$ cat config.mk
export PLATFORM = sky130hd
export DESIGN_NAME = sm_1153_route_sequencer_flat
export DESIGN_NICKNAME = d
export VERILOG_FILES = /design/src/rtl/sm_1153_route_sequencer_pkg.sv /design/src/rtl/sm_1153_route_sequencer_if.sv /design/src/rtl/sm_1153_route_mem.sv /design/src/rtl/sm_1153_route_sequencer.sv /design/src/flat_wrapper.sv
export SDC_FILE = /design/constraint.sdc
export NUM_CORES = 1
export LEC_CHECK = 0
export CORE_MARGIN = 1
export CORE_UTILIZATION = 35
export CTS_BUF_LIST = sky130_fd_sc_hd__clkbuf_8
export DETAILED_ROUTE_END_ITERATION = 10
export GPL_TIMING_DRIVEN = 0
export PLACE_DENSITY_LB_ADDON = 0.2
export SYNTH_ARGS = -nofsm -noshare
export SYNTH_HDL_FRONTEND = slang
export SYNTH_HIERARCHICAL = 1
export SYNTH_SLANG_ARGS = --single-unit
$ cat constraint.sdc
create_clock -name clk_50 -period 3.3 [get_ports clk_50]
set_input_delay 0.495 -clock clk_50 [delete_from_list [all_inputs] [get_ports clk_50]]
set_output_delay 0.495 -clock clk_50 [all_outputs]
set_load 0.05 [all_outputs]
$ cat src/rtl/sm_1153_route_sequencer_pkg.sv
// Shared definitions for the route sequencer: command codes, FSM states and
// route-code legality.
package sm_1153_pkg;

  localparam logic [2:0] CMD_NONE  = 3'd0;
  localparam logic [2:0] CMD_FWD   = 3'd1;
  localparam logic [2:0] CMD_LEFT  = 3'd2;
  localparam logic [2:0] CMD_RIGHT = 3'd3;
  localparam logic [2:0] CMD_REV   = 3'd4;

  typedef enum logic [2:0] {
    ST_IDLE,
    ST_FOLLOW,
    ST_TURN,
    ST_REV,
    ST_DONE
  } seq_state_e;

  // Only forward, left, right and reverse may be stored in a route.
  function automatic logic cmd_is_legal(input logic [2:0] code);
    return (code >= CMD_FWD) && (code <= CMD_REV);
  endfunction

endpackage

$ cat src/rtl/sm_1153_route_sequencer_if.sv
// Route-load channel between the host/UART loader and the sequencer.
interface sm_1153_route_sequencer_if;

  logic       load_valid;
  logic [2:0] load_cmd;
  logic       load_ready;
  logic       load_err;

  modport master (
    output load_valid,
    output load_cmd,
    input  load_ready,
    input  load_err
  );

  modport slave (
    input  load_valid,
    input  load_cmd,
    output load_ready,
    output load_err
  );

endinterface

$ cat src/rtl/sm_1153_route_mem.sv
// Route storage: append-only register array with clear and indexed
// combinational read. Entries persist across playbacks.
module sm_1153_route_mem
  import sm_1153_pkg::*;
#(
  parameter  int unsigned ROUTE_DEPTH = 16,
  localparam int unsigned IDX_W       = $clog2(ROUTE_DEPTH + 1),
  localparam int unsigned ADDR_W      = (ROUTE_DEPTH > 1) ? $clog2(ROUTE_DEPTH) : 1
) (
  input  logic             clk_50,
  input  logic             rst_n,
  input  logic             wr_en,
  input  logic [2:0]       wr_data,
  input  logic             clr,
  input  logic [IDX_W-1:0] rd_idx,
  output logic [2:0]       rd_data,
  output logic [IDX_W-1:0] count,
  output logic             full
);

  localparam logic [IDX_W-1:0] DEPTH_C = IDX_W'(ROUTE_DEPTH);

  logic [2:0]       mem_q [ROUTE_DEPTH];
  logic [2:0]       mem_d [ROUTE_DEPTH];
  logic [IDX_W-1:0] count_q;
  logic [IDX_W-1:0] count_d;

  // Append at the fill level; clear only drops the fill level.
  always_comb begin
    mem_d   = mem_q;
    count_d = count_q;
    if (clr) begin
      count_d = '0;
    end else if (wr_en && !full) begin
      mem_d[count_q[ADDR_W-1:0]] = wr_data;
      count_d                    = count_q + IDX_W'(1);
    end
  end

  // Storage and fill-level registers.
  always_ff @(posedge clk_50 or negedge rst_n) begin
    if (!rst_n) begin
      for (int unsigned i = 0; i < ROUTE_DEPTH; i++) begin
        mem_q[i] <= CMD_NONE;
      end
      count_q <= '0;
    end else begin
      mem_q   <= mem_d;
      count_q <= count_d;
    end
  end

  // Read beyond the array (index == depth) returns a harmless halt code.
  always_comb begin
    rd_data = CMD_NONE;
    if (rd_idx < DEPTH_C) begin
      rd_data = mem_q[rd_idx[ADDR_W-1:0]];
    end
  end

  assign count = count_q;
  assign full  = (count_q == DEPTH_C);

endmodule

$ cat src/rtl/sm_1153_route_sequencer.sv
// Route sequencer: loads a list of turn decisions, then plays one per
// intersection pulse while driving the motor command bus.
module sm_1153_route_sequencer
  import sm_1153_pkg::*;
#(
  parameter  int unsigned ROUTE_DEPTH = 16,
  parameter  int unsigned TURN_CYCLES = 25_000_000,
  parameter  int unsigned REV_CYCLES  = 50_000_000,
  localparam int unsigned IDX_W       = $clog2(ROUTE_DEPTH + 1)
) (
  input  logic                      clk_50,
  input  logic                      rst_n,
  sm_1153_route_sequencer_if.slave  load_if,
  input  logic                      clear,
  input  logic                      start,
  input  logic                      abort,
  input  logic                      node_detect,
  output logic [2:0]                robo_command,
  output logic                      busy,
  output logic                      done,
  output logic [IDX_W-1:0]          step_idx
);

  localparam int unsigned MAX_CYC = (TURN_CYCLES > REV_CYCLES) ? TURN_CYCLES : REV_CYCLES;
  localparam int unsigned TMR_W   = (MAX_CYC > 1) ? $clog2(MAX_CYC) : 1;
  localparam logic [TMR_W-1:0] TURN_LOAD = TMR_W'(TURN_CYCLES - 1);
  localparam logic [TMR_W-1:0] REV_LOAD  = TMR_W'(REV_CYCLES - 1);

  seq_state_e       state_q, state_d;
  logic [2:0]       cmd_q, cmd_d;
  logic             busy_q, busy_d;
  logic             done_q, done_d;
  logic             err_q, err_d;
  logic [IDX_W-1:0] step_q, step_d;
  logic [TMR_W-1:0] tmr_q, tmr_d;

  logic             load_ready;
  logic             mem_wr;
  logic             mem_clr;
  logic [2:0]       mem_rd_data;
  logic [IDX_W-1:0] count;
  logic             full;

  sm_1153_route_mem #(
    .ROUTE_DEPTH(ROUTE_DEPTH)
  ) u_route_mem (
    .clk_50 (clk_50),
    .rst_n  (rst_n),
    .wr_en  (mem_wr),
    .wr_data(load_if.load_cmd),
    .clr    (mem_clr),
    .rd_idx (step_q),
    .rd_data(mem_rd_data),
    .count  (count),
    .full   (full)
  );

  // Load acceptance, next state and next registered outputs.
  always_comb begin
    state_d    = state_q;
    cmd_d      = cmd_q;
    busy_d     = busy_q;
    done_d     = 1'b0;
    err_d      = 1'b0;
    step_d     = step_q;
    tmr_d      = tmr_q;
    mem_wr     = 1'b0;
    mem_clr    = 1'b0;
    load_ready = (state_q == ST_IDLE) && !full && !start;

    if (load_if.load_valid && load_ready) begin
      if (cmd_is_legal(load_if.load_cmd)) begin
        mem_wr = 1'b1;
      end else begin
        err_d = 1'b1;
      end
    end

    // Abort outranks node pulses and timer expiry in every active state.
    if (abort && (state_q != ST_IDLE)) begin
      state_d = ST_IDLE;
      cmd_d   = CMD_NONE;
      busy_d  = 1'b0;
    end else begin
      case (state_q)
        ST_IDLE: begin
          if (clear) begin
            mem_clr = 1'b1;
            step_d  = '0;
          end
          if (start) begin
            step_d = '0;
            if (count != '0) begin
              state_d = ST_FOLLOW;
              cmd_d   = CMD_FWD;
              busy_d  = 1'b1;
            end else begin
              state_d = ST_DONE;
              cmd_d   = CMD_NONE;
              done_d  = 1'b1;
            end
          end
        end
        ST_FOLLOW: begin
          if (node_detect) begin
            if (step_q < count) begin
              step_d = step_q + IDX_W'(1);
              if ((mem_rd_data == CMD_LEFT) || (mem_rd_data == CMD_RIGHT)) begin
                state_d = ST_TURN;
                cmd_d   = mem_rd_data;
                tmr_d   = TURN_LOAD;
              end else if (mem_rd_data == CMD_REV) begin
                state_d = ST_REV;
                cmd_d   = CMD_REV;
                tmr_d   = REV_LOAD;
              end
            end else begin
              state_d = ST_DONE;
              cmd_d   = CMD_NONE;
              busy_d  = 1'b0;
              done_d  = 1'b1;
            end
          end
        end
        ST_TURN, ST_REV: begin
          if (tmr_q == '0) begin
            state_d = ST_FOLLOW;
            cmd_d   = CMD_FWD;
          end else begin
            tmr_d = tmr_q - TMR_W'(1);
          end
        end
        ST_DONE: begin
          state_d = ST_IDLE;
        end
        default: begin
          state_d = ST_IDLE;
          cmd_d   = CMD_NONE;
          busy_d  = 1'b0;
        end
      endcase
    end
  end

  // Sequencer state, hold timer, step index and registered outputs.
  always_ff @(posedge clk_50 or negedge rst_n) begin
    if (!rst_n) begin
      state_q <= ST_IDLE;
      cmd_q   <= CMD_NONE;
      busy_q  <= 1'b0;
      done_q  <= 1'b0;
      err_q   <= 1'b0;
      step_q  <= '0;
      tmr_q   <= '0;
    end else begin
      state_q <= state_d;
      cmd_q   <= cmd_d;
      busy_q  <= busy_d;
      done_q  <= done_d;
      err_q   <= err_d;
      step_q  <= step_d;
      tmr_q   <= tmr_d;
    end
  end

  assign load_if.load_ready = load_ready;
  assign load_if.load_err   = err_q;
  assign robo_command       = cmd_q;
  assign busy               = busy_q;
  assign done               = done_q;
  assign step_idx           = step_q;

endmodule

$ cat src/flat_wrapper.sv
// flat-port wrapper written by rule: the top's interface ports become plain ports
module sm_1153_route_sequencer_flat import sm_1153_pkg::*;
#(
  parameter  int unsigned ROUTE_DEPTH = 16,
  parameter  int unsigned TURN_CYCLES = 25_000_000,
  parameter  int unsigned REV_CYCLES  = 50_000_000,
  localparam int unsigned IDX_W       = $clog2(ROUTE_DEPTH + 1)
)
  (clk_50, rst_n, clear, start, abort, node_detect, robo_command, busy, done, step_idx, load_if_load_valid, load_if_load_cmd, load_if_load_ready, load_if_load_err);
  sm_1153_route_sequencer_if load_if_i ();
  input  logic clk_50;
  input  logic rst_n;
  input  logic clear;
  input  logic start;
  input  logic abort;
  input  logic node_detect;
  output logic [2:0] robo_command;
  output logic busy;
  output logic done;
  output logic [IDX_W-1:0] step_idx;
  input wire logic [$bits(load_if_i.load_valid)-1:0] load_if_load_valid;
  input wire logic [$bits(load_if_i.load_cmd)-1:0] load_if_load_cmd;
  output wire logic [$bits(load_if_i.load_ready)-1:0] load_if_load_ready;
  output wire logic [$bits(load_if_i.load_err)-1:0] load_if_load_err;
  assign load_if_i.load_valid = load_if_load_valid;
  assign load_if_i.load_cmd = load_if_load_cmd;
  assign load_if_load_ready = load_if_i.load_ready;
  assign load_if_load_err = load_if_i.load_err;
  sm_1153_route_sequencer #(.ROUTE_DEPTH(ROUTE_DEPTH), .TURN_CYCLES(TURN_CYCLES), .REV_CYCLES(REV_CYCLES)) u_core (.clk_50(clk_50), .rst_n(rst_n), .load_if(load_if_i), .clear(clear), .start(start), .abort(abort), .node_detect(node_detect), .robo_command(robo_command), .busy(busy), .done(done), .step_idx(step_idx));
endmodule
==> results.json <==
{
  "ys_seq_area_share_pct": 46.0,
  "dieArea_mm2": 0.0149,
  "antenna_cells": 0,
  "critical_path.endpoint_type": "output port",
  "arrival_ns": 2.65,
  "synthTopCellsByArea": "dfrtp_1 (46%), mux2_2 (8.5%), mux4_2 (5.3%), o21ai_0 (4.4%), nand2_1 (2.9%)",
  "setup_viol_count_final": 0,
  "p_sw_share_pct": 40.2,
  "pwr-share-clk_pct": 21.9,
  "synthesis.nets": 497,
  "portBuffers": 20,
  "worstPathMaxFanout": 7,
  "dr.pass1.iters": 5,
  "clock_skew_ns": 0.0163,
  "slew_headroom_pct": 53.1,
  "grt_pass1_vias": 3918,
  "grt_pass1_wl_mm": 20.7,
  "worstSetupPathType": "flop to output port",
  "syn-cell-area_mm2": 0.00506,
  "setup_tns_ns": 0,
  "syn_inst": 476,
  "syn_avg_cell_area_um2": 10.6,
  "place.gp.congestion": 0.837,
  "io_pins": 22,
  "synth_top_flop_cell": "dfrtp_1",
  "hold_buffers": 0,
  "grt_max_degree": 68,
  "cts.clk_slew.worst_paths_ns": 0.10,
  "htreeDepth": 3,
  "fin_area_mm2": 0.00575,
  "worstMarginPinSlew_ns": 0.697,
  "track_usage_pct": 18.2,
  "post-route-min-period_ns": 3.15,
  "ant_nets": 0,
  "seqPwrFrac_pct": 43.1,
  "hp-class": "input port to async pin",
  "insertion_delay_ns": 0.38,
  "routed_wl_mm": 12.4,
  "drive_above_1_share_pct": 21.4,
  "synth-edff-count": 0,
  "fp.dieW_um": 122,
  "combPwrFrac_pct": 34.9,
  "core_mm2": 0.0140,
  "cts_tree": "done",
  "crit_start": "u_core/u_route_mem/count[0]",
  "place_area_mm2": 0.00551,
  "finalMaxSlewViolations": 0,
  "clockBufferDepth": 2,
  "yosysTopAreaCell": "dfrtp_1",
  "fillers": 1347,
  "grt_setup_unrepaired": "false",
  "power.density_mw_per_mm2": 639,
  "post-route-period-util_pct": 95.3,
  "setup_ws_ns": 0.154,
  "dpl.hpwl_mm": 8.73,
  "clockRootBuffer": "clkbuf_8",
  "initial_core_util_pct": 36.2,
  "synth_top_area_share_pct": 46.0,
  "switching_power_mw": 1.48,
  "ys_types": 59,
  "max_freq_mhz": 318,
  "instances_no_fill": 694,
  "utilization_pct": 41.1,
  "ir_drop_v": 0.000196,
  "cts_sinks": 93,
  "post_drt_wl_per_cell_um": 17.8,
  "status": "finished, final reports clean",
  "finalPower_mw": 3.67,
  "synthArstFlopShare_pct": 100,
  "synth-seq-cells": 93,
  "yosysWarningCount": 6,
  "p_leak_nw": 2.49,
  "numCtsBuffers": 9,
  "rr_startpoint": "u_core/step_idx[0]",
  "hold_viol_final": 0,
  "cp-start-kind": "flop",
  "placedCellCount": 677,
  "place_ws_ns": -0.433,
  "area_growth_pct": 13.6,
  "max_cap_violations": 0,
  "vias_per_cell": 5.61,
  "row_count": 43,
  "via_count": 3892,
  "antenna_found_initial": 0,
  "first_iter_violations": 345,
  "layout.nets": 530,
  "die_h_um": 122,
  "cp.required_ns": 2.80,
  "worst_hold_slack_ns": 0.0241,
  "internal_power_mw": 2.19,
  "route.detailed.drc": 0,
  "grt_overflow": 0
}
==> final cells by class <==
type                       instances  area (µm²)  share of cell area (%)
clock inverter                     7        80.1                    1.39
buffer                            17        90.1                    1.57
timing repair buffer              22         233                    4.05
clock buffer                       9         124                    2.16
sequential                        93        2330                    40.5
tap                              180         225                    3.92
inverter                          16        60.1                    1.05
multi-input combinational        350        2600                    45.3
==> kinds of logic (layout without fill, tap and decap cells) <==
logic type               after synthesis  in the layout  share of synthesized area, %
AO/OA/AOI/OAI                        117            117                          14.2
XOR/XNOR                               3              3                         0.520
adder cells (fa/ha/maj)               11             11                          2.72
buffers and inverters                 33             71                          2.77
flip-flops                            93             93                          46.0
multiplexers                          63             63                          16.6
AND/OR/NAND/NOR                      156            156                          17.1
==> power by group through the flow <==
stage | combinational (mW) | sequential [mW] | clock, mW
floorplan | 0.874 | 1.61 | 0
global placement | 1.23 | 1.59 | 0
detailed placement | 1.26 | 1.61 | 0
CTS | 1.27 | 1.58 | 0.833
global route | 1.44 | 1.62 | 0.886
finish | 1.28 | 1.58 | 0.805
==> flip-flops by register name (all words and copies together) (netlist names) <==
name and flops:
u_core/busy 1, u_core/done 1, u_core/load_if.load_err 1, u_core/robo_command 3, u_core/state_q 3, u_core/step_idx 5, u_core/tmr_q 26, u_core/u_route_mem/count 5
u_core/u_route_mem/mem_q 48
==> worst max-delay path, stage by stage (launching register included) <==
cell,delay (ns)
dfrtp_1,0.48
inv_1,0.12
ha_1,0.32
nand4bb_1,0.21
inv_2,0.07
nor3_2,0.23
clkdlybuf4s50_1,0.85
==> cell usage after synthesis (2+ instances only) <==
cell	n
a22oi_1	2
o21ai_2	2
or3_1	2
a32o_1	3
and3_1	3
clkbuf_1	11
nor4_1	6
nand4_2	2
o21a_1	2
buf_2	3
nand2_1	39
mux4_2	12
nor2_1	33
a31oi_1	14
o21ai_0	44
a21oi_2	4
mux2_2	38
inv_2	2
dfrtp_1	93
a2bb2oi_1	2
nand3_2	3
a41oi_1	2
or2_2	4
nor3_1	20
nor2b_1	5
mux2i_1	3
nor4_2	2
xor2_1	2
a21oi_1	27
o31ai_1	4
mux2_1	10
inv_1	14
nand2b_1	6
nor3b_1	5
ha_1	11
and4bb_2	2
nand3_1	9
a21bo_2	2
a21o_1	3
nand4_1	6
==> layer usage <==
layer | wire (µm) | up-vias | part of all wire (%) | track usage [%]
met1 | 5940 | 1940 | 48 | 24.9
met5 | 0 | - | 0 | 0
li1 | - | 1829 | - | -
met4 | 176 | 0 | 1.4 | 6.10
met2 | 5690 | 111 | 46 | 27.6
met3 | 578 | 12 | 4.7 | 4.92
==> worst paths after layout <==
path	slack, ns	end	cells after the start
min reg2reg	0.49	u_core/u_route_mem/mem_q[37]	1
max in group asynchronous	2.63	u_core/u_route_mem/mem_q[38]	2
max	0.15	load_if_load_ready	6
min in group clk_50	0.49	u_core/u_route_mem/mem_q[37]	1
max reg2reg	0.24	u_core/tmr_q[17]	11
min	0.02	u_core/step_idx[4]	1
==> timing repair <==
| action | 4_1_cts | 5_1_grt |
|---|---|---|
| pin swaps | 0 | 0 |
| setup buffers | 1 | 0 |
| resized for setup | 5 | 5 |
| endpoints found under the hold margin | 0 | 0 |
| setup endpoints to repair | 30 | 23 |
==> cell usage in the layout (no fill, tap or decap), drive strengths merged, types with 14 or more instances in the layout <==
| cell type | count |
|---|---|
| inv | 19 |
| o21ai | 46 |
| clkdlybuf4s50 | 19 |
| clkbuf | 21 |
| nor3 | 20 |
| a31oi | 14 |
| mux2 | 48 |
| nor2 | 33 |
| dfrtp | 93 |
| a21oi | 31 |
| nand2 | 39 |
No activity file was read; power rests on OpenSTA's default activity.
